==> config.mk <==
export PLATFORM = sky130hd
export DESIGN_NAME = serial_adder
export DESIGN_NICKNAME = d
export VERILOG_FILES = /design/src/rtl/adder_pkg.sv /design/src/rtl/fa_cell.sv /design/src/rtl/serial_adder.sv
export SDC_FILE = /design/constraint.sdc
export NUM_CORES = 1
export LEC_CHECK = 0
export ABC_AREA = 1
export BUFFER_PORTS_ARGS = -buffer_cell sky130_fd_sc_hd__buf_2
export CORE_UTILIZATION = 50
export DETAILED_ROUTE_END_ITERATION = 8
export PLACE_DENSITY = 0.81
export SYNTH_ARGS = -nofsm -noshare
export SYNTH_HDL_FRONTEND = slang
export SYNTH_SLANG_ARGS = --single-unit
==> constraint.sdc <==
create_clock -name clk -period 4.4 [get_ports clk]
set_clock_uncertainty 0.2 [all_clocks]
set_input_delay 0.88 -clock clk [delete_from_list [all_inputs] [get_ports clk]]
set_output_delay 0.88 -clock clk [all_outputs]
set_load 0.03 [all_outputs]
==> src/rtl/adder_pkg.sv <==
// rtl/adder_pkg.sv - shared FSM state type and default width for serial_adder
package adder_pkg;

    typedef enum logic [1:0] {
        IDLE = 2'd0,
        RUN  = 2'd1,
        DONE = 2'd2
    } state_t;

    localparam int DEFAULT_WIDTH = 8;

endpackage

==> src/rtl/fa_cell.sv <==
// rtl/fa_cell.sv - 1-bit full adder cell, combinational
module fa_cell (
    input  logic a,
    input  logic b,
    input  logic c,
    output logic sum,
    output logic carry
);

    assign sum   = a ^ b ^ c;
    assign carry = (a & b) | (a & c) | (b & c);

endmodule

==> src/rtl/serial_adder.sv <==
// rtl/serial_adder.sv - bit-serial WIDTH-bit adder, LSB first; SERIAL_ADDER_SUB_EN adds a sub port
module serial_adder
    import adder_pkg::*;
#(
    parameter int WIDTH = DEFAULT_WIDTH
) (
    input  logic             clk,
    input  logic             rst_n,
    input  logic             in_valid,
    output logic             in_ready,
    input  logic [WIDTH-1:0] a,
    input  logic [WIDTH-1:0] b,
    input  logic             cin,
`ifdef SERIAL_ADDER_SUB_EN
    input  logic             sub,
`endif
    output logic             out_valid,
    input  logic             out_ready,
    output logic [WIDTH-1:0] sum,
    output logic             cout,
    output logic             ovf
);

    localparam int CNT_W = (WIDTH > 1) ? $clog2(WIDTH) : 1;
    localparam logic [CNT_W-1:0] LAST_BIT = CNT_W'(WIDTH - 1);

    state_t           state_q;
    logic [WIDTH-1:0] a_q;
    logic [WIDTH-1:0] b_q;
    logic             carry_q;
    logic [CNT_W-1:0] cnt_q;
    logic             in_ready_q;
    logic             out_valid_q;
    logic [WIDTH-1:0] sum_q;
    logic             cout_q;
    logic             ovf_q;

    logic             cell_sum;
    logic             cell_carry;
    logic [WIDTH-1:0] a_d;
    logic [WIDTH-1:0] b_d;
    logic [WIDTH-1:0] b_load;
    logic             carry_load;

    fa_cell u_fa_cell (
        .a     (a_q[0]),
        .b     (b_q[0]),
        .c     (carry_q),
        .sum   (cell_sum),
        .carry (cell_carry)
    );

    // The A register doubles as the result shift register: each consumed
    // operand bit frees its MSB slot, which receives the new sum bit.
    assign a_d = {cell_sum, a_q[WIDTH-1:1]};
    assign b_d = {1'b0, b_q[WIDTH-1:1]};

`ifdef SERIAL_ADDER_SUB_EN
    assign b_load     = sub ? ~b : b;
    assign carry_load = sub ? 1'b1 : cin;
`else
    assign b_load     = b;
    assign carry_load = cin;
`endif

    always_ff @(posedge clk or negedge rst_n) begin
        if (!rst_n) begin
            state_q     <= IDLE;
            a_q         <= '0;
            b_q         <= '0;
            carry_q     <= 1'b0;
            cnt_q       <= '0;
            in_ready_q  <= 1'b1;
            out_valid_q <= 1'b0;
            sum_q       <= '0;
            cout_q      <= 1'b0;
            ovf_q       <= 1'b0;
        end else begin
            case (state_q)
                IDLE: begin
                    if (in_valid) begin
                        a_q        <= a;
                        b_q        <= b_load;
                        carry_q    <= carry_load;
                        cnt_q      <= '0;
                        in_ready_q <= 1'b0;
                        state_q    <= RUN;
                    end
                end
                RUN: begin
                    a_q     <= a_d;
                    b_q     <= b_d;
                    carry_q <= cell_carry;
                    cnt_q   <= cnt_q + CNT_W'(1);
                    if (cnt_q == LAST_BIT) begin
                        sum_q       <= a_d;
                        cout_q      <= cell_carry;
                        // carry_q is the carry into the MSB on this cycle
                        ovf_q       <= carry_q ^ cell_carry;
                        out_valid_q <= 1'b1;
                        state_q     <= DONE;
                    end
                end
                DONE: begin
                    if (out_ready) begin
                        out_valid_q <= 1'b0;
                        in_ready_q  <= 1'b1;
                        state_q     <= IDLE;
                    end
                end
                default: begin
                    out_valid_q <= 1'b0;
                    in_ready_q  <= 1'b1;
                    state_q     <= IDLE;
                end
            endcase
        end
    end

    assign in_ready  = in_ready_q;
    assign out_valid = out_valid_q;
    assign sum       = sum_q;
    assign cout      = cout_q;
    assign ovf       = ovf_q;

endmodule
==> results list <==
- Sequential cells were found to cover about half of the synthesized design area.
* Die Ht: approximately 60 um
- Once the clock tree was built, the setup fixing pass inserted 0 buffers.
- The worst setup path is launched from a flip-flop.
- Across all setup checks in the final design, the least slack found is approximately 2.3 ns.
* Hold violation count in the final report: 0
- Cell breakdown of the critical path: buf_2
- Maximum number of pins on one net before global-route repair: 35
- Final critical path time including I/O delays and setup: approximately 2.1 ns
- MaxCap Viol Count: 0
- The number of antenna diodes in the final layout is 0.
- The kind of cell with the highest combined delay along the critical path is flip-flops.
* Post-detailed-placement half-perimeter wirelength: ~2 mm
* Layout filler cell count: about 280
- Post-detailed-route count of antenna-violating nets: 0
- Post-placement setup slack: about 2.5 ns
- The initial antenna violation count came to 0.
* # H-tree levels: 2
- The area growth from synthesis to layout is 13.6%.
- Placeable Area: 3130 um2
- Setup violations remaining at the end of the flow were counted as 0.
* Worst EP arrival: 1.07 ns
* Number of nets in the layout: between 200 and 300
- Part of the total power dissipated in the clock network: 15.3%
- After synthesis, the share of cell area in mux cells is 0%.
- Net Sw Power: 0.000612 W
- Combinational family with the most area after synthesis: simple AND/OR/NAND/NOR gates
* R2R setup slack: roughly 2.5 ns
- Number of buffers between clock root and the deepest sink: 2
- Number of sinks on the clock net: 34
* Layout cells sized above 1: approximately a quarter
- Num CTS Buffers: 5
- Number of global-route vias before repair: 1171
- In this run the power density over the cells is approximately 720 nW/um2.
- After detailed routing, the total wire length is 2.92 mm.
- Total of hold buffers inserted after clock tree synthesis: 0
* Cell area after synthesis: 1700 um2
- The finished cells cover about 1900 um2.
- Worst-path maximum fanout: 2
- Post-CTS Resized: 0
- At the pin with the least slew margin, the transition time is around 0.73 ns.
- Summing all multi-input logic gate instances after layout gives about 630 um2.
- Number of optimization iterations in the first detailed-route pass: 4
* Largest cells by area after synthesis: sky130_fd_sc_hd__dfrtp_1 49%, sky130_fd_sc_hd__nand2_1 20%, sky130_fd_sc_hd__inv_1 8.0%
* WS Path Type: flip-flop to primary output
- Summing the areas of all compound-gate instances in the mapped netlist gives under 10% of the synthesized area.
- Post-synth cell types: 22
- The synthesized netlist devotes approximately 2.7% of its cell area to adder and majority cells.
- Post-synthesis xor/xnor area fraction: less than 1%
- Type of the tightest min-delay check: flip-flop to flip-flop
* Area of the die: 3640 um2
* Worst-Skew Late Latency: 0.34 ns
- For this run, the number of Yosys warnings is 0.
- Number of DRC violations after detailed routing: 0
- In this run the static leakage power is 1.16 nW.
- Worst path required time: between 3 and 4 ns
- TritonCTS clock tree: done
- The number of buffers and inverters on the critical path is 1.
- The first global-routing pass estimated 4.96 mm of wire.
* Placed standard-cell area: around 1900 um2
- Setup repair after global routing left no endpoint under its margin.
- Average vias per placed instance: 4.54
- Synth Area per Inst: around 8.0 um2
- The cell count after synthesis came out at ~210.
- In this run the tightest slew margin relative to its limit is between 50% and 60%.
- The tree is rooted in a sky130_fd_sc_hd__clkbuf_4.
- Outcome: complete, no violations
- Maximum VDD drop: approximately 0.00038 V
- For this run, the slowest stage of the critical path takes roughly 0.54 ns.
- The floorplan step set the die width to 60.3 um.
- Share of the core filled with cells in the final layout: approximately 62%
- In this run, the number of DRC markers left after iteration 0 of detailed routing was approximately 50.
* Setup crit end kind: primary output
* Clock transition at the registers of the reported paths: 0.10 ns
* Overall track demand over capacity in global routing: 19.1%
* Cell type with the largest total area after synthesis: sky130_fd_sc_hd__dfrtp_1
- Dividing the final minimum period by the clock period gives around half.
- Combinational cells account for a little under half of the total power.
- Number of cell rows: 20
* IO buf count: 32
- Area share of the leading cell type in the synthesized netlist: about half
- Wire per inst: 10.1 um
* Slowest stage cell, crit path: sky130_fd_sc_hd__dfstp_2
- Pin placement for this block handled 33 I/O pins.
- Registers take around 850 um2.
- At the end of routability-driven placement, the weighted congestion stood at between 0.7 and 0.8.
- After global routing the overflow that remains totals 0.
- Synthesis produced a netlist with a net count of 237.
- Summing the areas of all and, or, nand and nor instances in the mapped netlist gives between 20 and 30% of the synthesized area.
- Register bit total from synthesis: 34
- Initial Util: roughly 54%
* Design internal power: around 0.0008 W
- For this run, the top clock speed supported by timing is between 0.4 and 0.5 GHz.
- Net switching is between 40% and 50% of the power.
- Sequential group share of total power: approximately two fifths
- Via count of the routed design: ~1300
- The max-slew violation count is 0.
- For the final routed database, the setup TNS stands at 0 ns.
==> flip-flops by register name, summed over array words and instances, names as in the netlist <==
signal / flops
a_q: 8
b_q: 8
sum: 8
cnt_q: 3
state_q: 2
carry_q: 1
cout: 1
in_ready: 1
out_valid: 1
ovf: 1
==> synthesized netlist by cell type, drive strengths merged <==
cell type	count
a21oi	2
buf	7
dfrtp	33
dfstp	1
fa	1
ha	2
inv	39
nand2	95
nand3	18
nor2	4
o21ai	10
xor2	1
==> cell type report <==
cell class / count / area share (%)
clock buffer: 8 / 4.08
inverter: 39 / 7.84
multi-input combinational: 133 / 32.8
sequential: 34 / 44.1
tap: 44 / 2.85
timing repair buffer: 32 / 8.30
==> metal layers <==
metal,wire (um),track usage (%)
met2,1370,29.8
met1,1380,23.9
met3,108,5.19
met5,0,0
met4,65,9.97
==> path summary, 6_finish.rpt <==
| kind | start | cells after the start | endpoint |
|---|---|---|---|
| worst max-delay path | in_ready | 1 | in_ready |
| worst min-delay path | in_ready | 2 | in_ready |
| worst max register to register | state_q[0] | 5 | sum[5] |
| worst min register to register | in_ready | 2 | in_ready |
| max in group asynchronous | rst_n | 1 | sum[5] |
| min in group asynchronous | rst_n | 1 | sum[3] |
==> stage by stage <==
step	instances	hold slack, ns	total power, W
global placement	282	0.253	0.00118
finish	290	0.270	0.00140
global route	290	0.307	0.00154
CTS	290	0.275	0.00141
detailed placement	282	0.260	0.00120
floorplan	213	0.246	0.00108
==> cell families after synthesis <==
logic type | after synthesis
compound gates | 12
xor+xnor | 1
fa+ha+maj | 3
buf+inv | 46
flops | 34
simple gates | 117
==> power groups by stage <==
stage	combinational [W]	sequential, W	clock [W]
6_report	0.000630	0.000554	0.000213
5_1_grt	0.000728	0.000577	0.000232
4_1_cts	0.000639	0.000554	0.000219
3_5_place_dp	0.000637	0.000559	0
3_3_place_gp	0.000619	0.000559	0
2_1_floorplan	0.000449	0.000629	0
==> cell usage in the layout (no fill, tap or decap) <==
master / instances
sky130_fd_sc_hd__o21ai_2: 9
sky130_fd_sc_hd__ha_1: 2
sky130_fd_sc_hd__clkbuf_8: 3
sky130_fd_sc_hd__xor2_1: 1
sky130_fd_sc_hd__nor2_1: 3
sky130_fd_sc_hd__o21ai_0: 1
sky130_fd_sc_hd__nand2_2: 1
sky130_fd_sc_hd__dfrtp_1: 33
sky130_fd_sc_hd__nand3_1: 18
sky130_fd_sc_hd__clkbuf_4: 5
sky130_fd_sc_hd__a21oi_1: 1
sky130_fd_sc_hd__nor2_2: 1
sky130_fd_sc_hd__inv_6: 1
sky130_fd_sc_hd__fa_1: 1
sky130_fd_sc_hd__buf_2: 32
sky130_fd_sc_hd__a21oi_2: 1
sky130_fd_sc_hd__inv_2: 2
sky130_fd_sc_hd__dfstp_2: 1
sky130_fd_sc_hd__nand2_4: 2
sky130_fd_sc_hd__inv_1: 36
sky130_fd_sc_hd__nand2_1: 92
No activity file was read; power rests on OpenSTA's default activity.
